`src/rtl/memory_regfile_lanes.sv`:
```
// DEPTH x WIDTH register memory with per-lane write enables and a registered read port.
// A hardware sweep zeroes every entry after reset or on a clear request.
module memory_regfile_lanes #(
   parameter int WIDTH = 16,
   parameter int DEPTH = 4,
   parameter int LANE  = 2,
   localparam int ADDR_W = $clog2(DEPTH),
   localparam int NLANES = WIDTH / LANE
) (
   input  logic              clk,
   input  logic              rst_n,
   input  logic              clear,
   input  logic              write,
   input  logic [ADDR_W-1:0] wrAddr,
   input  logic [NLANES-1:0] laneEn,
   input  logic [WIDTH-1:0]  dataIn,
   input  logic              read,
   input  logic [ADDR_W-1:0] rdAddr,
   output logic [WIDTH-1:0]  dataOut,
   output logic              dataValid,
   output logic              busy
);

   typedef enum logic {
      ST_INIT,
      ST_IDLE
   } state_e;

   localparam logic [ADDR_W-1:0] LAST_PTR  = ADDR_W'(DEPTH - 1);
   localparam logic [ADDR_W:0]   DEPTH_EXT = (ADDR_W + 1)'(DEPTH);

   state_e                  state_q, state_d;
   logic [ADDR_W-1:0]       ptr_q, ptr_d;
   logic [WIDTH-1:0]        mem_q [DEPTH];
   logic [WIDTH-1:0]        dataOut_q, dataOut_d;
   logic                    dataValid_q, dataValid_d;

   logic                    sweep_we;
   logic                    access_ok;
   logic                    wr_in_range, rd_in_range;
   logic                    wr_ok, rd_ok;
   logic [WIDTH-1:0]        wr_word;

   function automatic logic [WIDTH-1:0] lane_merge(input logic [WIDTH-1:0]  old_w,
                                                   input logic [WIDTH-1:0]  new_w,
                                                   input logic [NLANES-1:0] en);
      logic [WIDTH-1:0] res;
      res = old_w;
      for (int i = 0; i < NLANES; i++) begin
         if (en[i]) res[i*LANE +: LANE] = new_w[i*LANE +: LANE];
      end
      return res;
   endfunction

   // NOTE: sequential state uses non-blocking assignments so every register samples pre-edge values.
   always_ff @(posedge clk or negedge rst_n) begin
      if (!rst_n) begin
         state_q <= ST_INIT;
         ptr_q   <= '0;
      end else begin
         state_q <= state_d;
         ptr_q   <= ptr_d;
      end
   end

   // NOTE: every combinational output gets a default first so no latch is inferred.
   always_comb begin
      state_d = state_q;
      ptr_d   = ptr_q;
      case (state_q)
         ST_INIT: begin
            ptr_d = ptr_q + 1'b1;
            if (ptr_q == LAST_PTR) begin
               state_d = ST_IDLE;
               ptr_d   = '0;
            end
         end
         default: ;
      endcase
      if (clear) begin
         state_d = ST_INIT;
         ptr_d   = '0;
      end
   end

   always_comb begin
      busy      = (state_q == ST_INIT);
      sweep_we  = (state_q == ST_INIT);
      access_ok = (state_q == ST_IDLE) && !clear;
   end

   always_comb begin
      wr_in_range = ({1'b0, wrAddr} < DEPTH_EXT);
      rd_in_range = ({1'b0, rdAddr} < DEPTH_EXT);
      wr_ok       = write && access_ok && wr_in_range;
      rd_ok       = read && access_ok;
      wr_word     = lane_merge(mem_q[wrAddr], dataIn, laneEn);

      dataOut_d   = dataOut_q;
      dataValid_d = rd_ok;
      if (rd_ok) begin
         if (!rd_in_range)
            dataOut_d = '0;
         else if (wr_ok && (wrAddr == rdAddr))
            dataOut_d = wr_word;  // write-first bypass
         else
            dataOut_d = mem_q[rdAddr];
      end
   end

   // NOTE: storage is deliberately not reset; the init sweep zeroes it instead.
   always_ff @(posedge clk) begin
      if (sweep_we)
         mem_q[ptr_q] <= '0;
      else if (wr_ok)
         mem_q[wrAddr] <= wr_word;
   end

   always_ff @(posedge clk or negedge rst_n) begin
      if (!rst_n) begin
         dataOut_q   <= '0;
         dataValid_q <= 1'b0;
      end else begin
         dataOut_q   <= dataOut_d;
         dataValid_q <= dataValid_d;
      end
   end

   assign dataOut   = dataOut_q;
   assign dataValid = dataValid_q;

endmodule

```
`config.mk`:
```
export PLATFORM = sky130hd
export DESIGN_NAME = memory_regfile_lanes
export DESIGN_NICKNAME = d
export VERILOG_FILES = /design/src/rtl/memory_regfile_lanes.sv
export SDC_FILE = /design/constraint.sdc
export NUM_CORES = 1
export LEC_CHECK = 0
export ABC_AREA = 1
export ABC_CLOCK_PERIOD_IN_PS = 3760
export BUFFER_PORTS_ARGS = -buffer_cell sky130_fd_sc_hd__buf_2
export CAP_MARGIN = 10
export CORE_AREA = 3 3 108 110
export CTS_CLUSTER_SIZE = 25
export DETAILED_ROUTE_END_ITERATION = 12
export DIE_AREA = 0 0 111 113
export SYNTH_ARGS = -nofsm -noshare
export SYNTH_HDL_FRONTEND = slang
export SYNTH_SLANG_ARGS = --single-unit
```
`constraint.sdc`:
```
create_clock -name clk -period 3.76 [get_ports clk]
set_input_delay 0 -clock clk [delete_from_list [all_inputs] [get_ports clk]]
set_output_delay 0 -clock clk [all_outputs]
set_load 0.005 [all_outputs]
```
Word-level counts from Yosys, hierarchy flattened. Memories as Yosys holds them, arrays and structs flattened. A register that Yosys moved wholly into a read port is not among the register bits. Index checks and enable logic that the tools add are counted.

Memory bits (writable): 64. Bits of input ports: 33. Output and inout bits: 18. Flip-flop bits (word level): 4. Memories: 1.

Muxes and demuxes: 21. Bitwise gates (word level): 1. Add/sub/neg operators: 1. Reductions and logical operators: 6. Equal/unequal tests: 2.

Memory list: mem_q (words 4, width 16, rd ports 2, clocked after memory_dff 1, write ports 1, RTL line 34) `logic [WIDTH-1:0] mem_q [DEPTH];`.

Operators with widths (count): $mux 2 (12); $mux 16 (1); $reduce_or 16->1 (1); $mux 1 (8); $logic_and 1x1->1 (3); $add 2x1->2 const B (1); $eq 2x2->1 const B (1); $logic_not 1->1 (2); $ne 2x2->1 const B (1); $not 1->1 (1).

Logic depth before layout (Yosys ltp).
Word-level depth: 8. Gate-level depth with buffers: 11.

Least setup slack after synthesis. OpenSTA, ideal clock, no wires.

Path type: register -> register. Start: reg state_q. End: mem mem_q[2][0] (enable). Setup slack: 1782 ps. Data arrival time: 1589 ps. Buffers on the path: 1. Required time: 3372 ps. Setup time: 388 ps. Stages on the path, launching flop included: 8. Clock period less this slack: 1978 ps. Cells stage by stage: dfrtp_1 > buf_4 > inv_2 > nor2_2 > nand3_1 > nand2_1 > inv_1 > nor2_1.

Longest elaborated chain between the ends: 7. Elaborated cells between the ends (all ways): 9. Those cells by class: 6 x mux; 3 x reduce/logical.

RTL lines: from (decl) (RTL line 32) `state_e state_q, state_d;`; from (signal assigned) (RTL line 61) `state_q <= state_d;`; $logic_and 1x1->1 (RTL line 89) `access_ok = (state_q == ST_IDLE) && !clear;`; $logic_and 1x1->1 (RTL line 95) `wr_ok = write && access_ok && wr_in_range;`; $mux 1 (RTL line 115) `else if (wr_ok)`; $mux 1 (RTL line 113) `if (sweep_we)`; $mux 1 (not written as such) (RTL line 116) `mem_q[wrAddr] <= wr_word;`; $reduce_or 16->1 (no source line); $mux 2 (no source line) / $mux 1 (equally long branches); to (decl) (RTL line 34).

Parallel ways exist; a longest one is shown, timed or not.

Worst setup path after layout.
Start: reg state_q. End: reg dataOut_q[5] (netlist: dataOut[5]) (read register of mem_q).

Longest elaborated chain between the ends: 2.

RTL lines: $logic_and 1x1->1 (RTL line 89); $logic_and 1x1->1 (RTL line 96) `rd_ok = read && access_ok;`; to (decl) (RTL line 35) `logic [WIDTH-1:0] dataOut_q, dataOut_d;`.

No other way between the ends. A chain may end at the register's enable or synchronous reset.

==> flow_summary.json <==
{
  "crit_family": "simple AND/OR/NAND/NOR gates",
  "vias_per_cell": 5.07,
  "final_cell_mix": "nand2_1, inv_1, nor2_1, edfxtp_1",
  "die_h_um": 113,
  "hpwl_um": 7520,
  "die_x_um": 111,
  "syn-num-nets": 596,
  "register_area_mm2": 0.00242,
  "routed_wl_um": 11200,
  "final_cells": 747,
  "layout_commonest_cell": "nand2_1",
  "clock_tree.buffer_depth": 2,
  "n_fill_cell": 992,
  "clock_sinks": 84,
  "core-area_mm2": 0.0108,
  "critical_path_buf_inv_count": 2,
  "grt_util_all_layers_pct": 18.3,
  "period_share_pct": 55.7,
  "synth.avg_cell_area_um2": 8.18,
  "firstDrtPassIters": 5,
  "seq_area_frac_synth_pct": 52.7,
  "syn_inst": 562,
  "finalMaxSlewViolations": 0,
  "dieArea_mm2": 0.0125,
  "vias": 3787,
  "critPathMaxFanout": 17,
  "drt_iter0_drc": 318,
  "cts_tree": "done",
  "post_drt_wl_per_cell_um": 15.0,
  "cp_slowest_stage_delay_ns": 0.55,
  "finalClockSkew_ns": 0.00712,
  "drcViolationCount": 0,
  "status": "completed",
  "finalWeightedCongestion": 0.797,
  "crit_type": "register to register",
  "yosysTopAreaCell": "edfxtp_1",
  "placed_cells_incl_taps": 729,
  "htreeDepth": 3,
  "grt_pass1_wl_um": 17900,
  "r2r_cells": 6,
  "ios": 51,
  "diodes": 0,
  "cp_cell_sequence": "inv_2 -> nor2_2 -> nand2_1 -> clkinv_1 -> nand3_1 -> nand2_1",
  "power_leakage_nw": 2.52,
  "cp_slowest_cell": "clkinv_1",
  "fmax_mhz": 477,
  "synth_area_mm2": 0.00460,
  "initial_utilization_pct": 42.6,
  "grt_max_degree": 51,
  "min_path_type": "input port to asynchronous set/reset pin",
  "max-vdd-ir-drop_mv": 0.200,
  "clock-root-buffer": "clkbuf_8",
  "grt_pass1_vias": 3532,
  "synth_warnings": 0,
  "r2r_start": "state_q$_DFF_PN0_",
  "cpMostUsedCell": "nand2_1",
  "cp-start-kind": "register",
  "finalHoldViolations": 0,
  "final-setup-viol-count": 0,
  "rsz0062_at_grt": "no",
  "yosys-top-cells-area": "edfxtp_1, nand2_1, dfrtp_1, inv_1, nor2_1",
  "tns_ns": 0,
  "num_rows": 38,
  "synth-seq-cells": 84,
  "synth_top_area_share_pct": 41.8,
  "portBuffers": 50,
  "antenna_found_initial": 0,
  "cp-end-kind": "register",
  "final_antenna_net_count": 0,
  "layout-drive-gt1-share_pct": 15.5,
  "multi_input_area_mm2": 0.00174,
  "worst_ep_required_time_ns": 4.01,
  "worst_slew_pin_slew_ns": 1.09,
  "grt_overflow": 0,
  "yosysUniqueCellTypes": 25,
  "cts_setup_buffers": 0,
  "cts_buffers": 9,
  "powerDensity_mw_per_mm2": 477,
  "insertion_delay_ns": 0.37,
  "fin_nets": 636,
  "maxCapViolations": 0,
  "critical_path_depth": 6,
  "postLayoutCoreUtil_pct": 47.6,
  "critPathArrivalTime_ns": 2.35,
  "slew_headroom_pct": 27.2,
  "crit_path_start": "state_q$_DFF_PN0_",
  "clk_pin_slew_worst_paths_ns": 0.08,
  "min_period_ns": 2.10,
  "syn_to_final_growth_pct": 11.6
}
state kept, by name, indices dropped and copies added (netlist names):
signal / count
dataOut: 16
ptr_q: 2
mem_q: 64
dataValid: 1
state_q: 1
cells in the mapped netlist:
library cell / instances
o21ai_0: 17
nand2_2: 11
inv_1: 76
nand2_1: 158
nand3_4: 4
nand3_2: 2
buf_6: 1
ha_1: 1
buf_4: 2
o21ai_2: 1
nor2_1: 70
dfrtp_1: 20
a21oi_1: 17
buf_2: 7
o211ai_1: 16
inv_2: 4
nand4_2: 2
nand3_1: 50
nand2_4: 3
buf_1: 2
nor2_2: 1
clkbuf_1: 16
nand4_1: 16
edfxtp_1: 64
clkinv_1: 1
where the power goes:
group          internal (W)  switching [W]
Sequential          0.00118      0.0000727
Combinational      0.000206       0.000361
Clock              0.000301       0.000324
Total               0.00169       0.000758
per-stage QoR:
step	worst slack (ns)	hold slack, ns	total power, W	cell area, µm²
after floorplan	1.78	-0.296	0.00163	4600
after global placement	1.68	-0.0392	0.00183	4930
after detailed placement	1.59	-0.0332	0.00184	4930
after CTS	1.61	0.101	0.00247	5130
after global routing	1.44	0.131	0.00259	5130
final	1.66	0.0943	0.00245	5130
worst reg2reg max path: stages (launching register included):
cell	delay [ns]
dfrtp_1	0.51
inv_2	0.14
nor2_2	0.06
nand2_1	0.38
clkinv_1	0.55
nand3_1	0.27
nand2_1	0.08
layer usage:
| layer | GRT usage (%) | routed length (µm) | part of all wire, % | up-vias |
|---|---|---|---|---|
| met5 | 0 | 0 | 0 | - |
| met4 | 6.90 | 190 | 1.7 | 0 |
| met3 | 3.96 | 721 | 6.4 | 15 |
| met2 | 29.2 | 4990 | 45 | 142 |
| met1 | 24.6 | 5280 | 47 | 1733 |
| li1 | - | - | - | 1897 |
cell families (layout without fill, tap and decap cells):
group           count (synthesis)  after routing  synth area share (%)
compound gates                 51             51                  6.51
fa+ha+maj                       1              1                 0.272
buf+inv                       109            154                  9.42
flops                          84             84                  52.7
simple gates                  317            317                  31.1
worst paths after layout:
path	endpoint	slack, ns
worst max-delay path	dataOut[5]$_DFFE_PN0P_	1.66
worst min register to register	dataOut[15]$_DFFE_PN0P_	0.48
max in group asynchronous	dataOut[14]$_DFFE_PN0P_	3.36
worst max register to register	dataOut[5]$_DFFE_PN0P_	1.66
min in group clk	dataOut[4]$_DFFE_PN0P_	0.14
worst min-delay path	state_q$_DFF_PN0_	0.09
timing repair:
| item | CTS | global route |
|---|---|---|
| hold buffers | 2 | 0 |
| hold endpoints to repair | 23 | 0 |
| gates resized for setup | 0 | 0 |
layout make-up:
cell class	instances	share of cell area (%)
sequential	84	47.2
inverter	81	5.92
timing repair buffer	57	6.00
multi-input combinational	369	33.9
tap	140	3.41
clock buffer	10	2.49
clock inverter	6	1.05
Note: power is estimated with default switching activity, not from simulation.
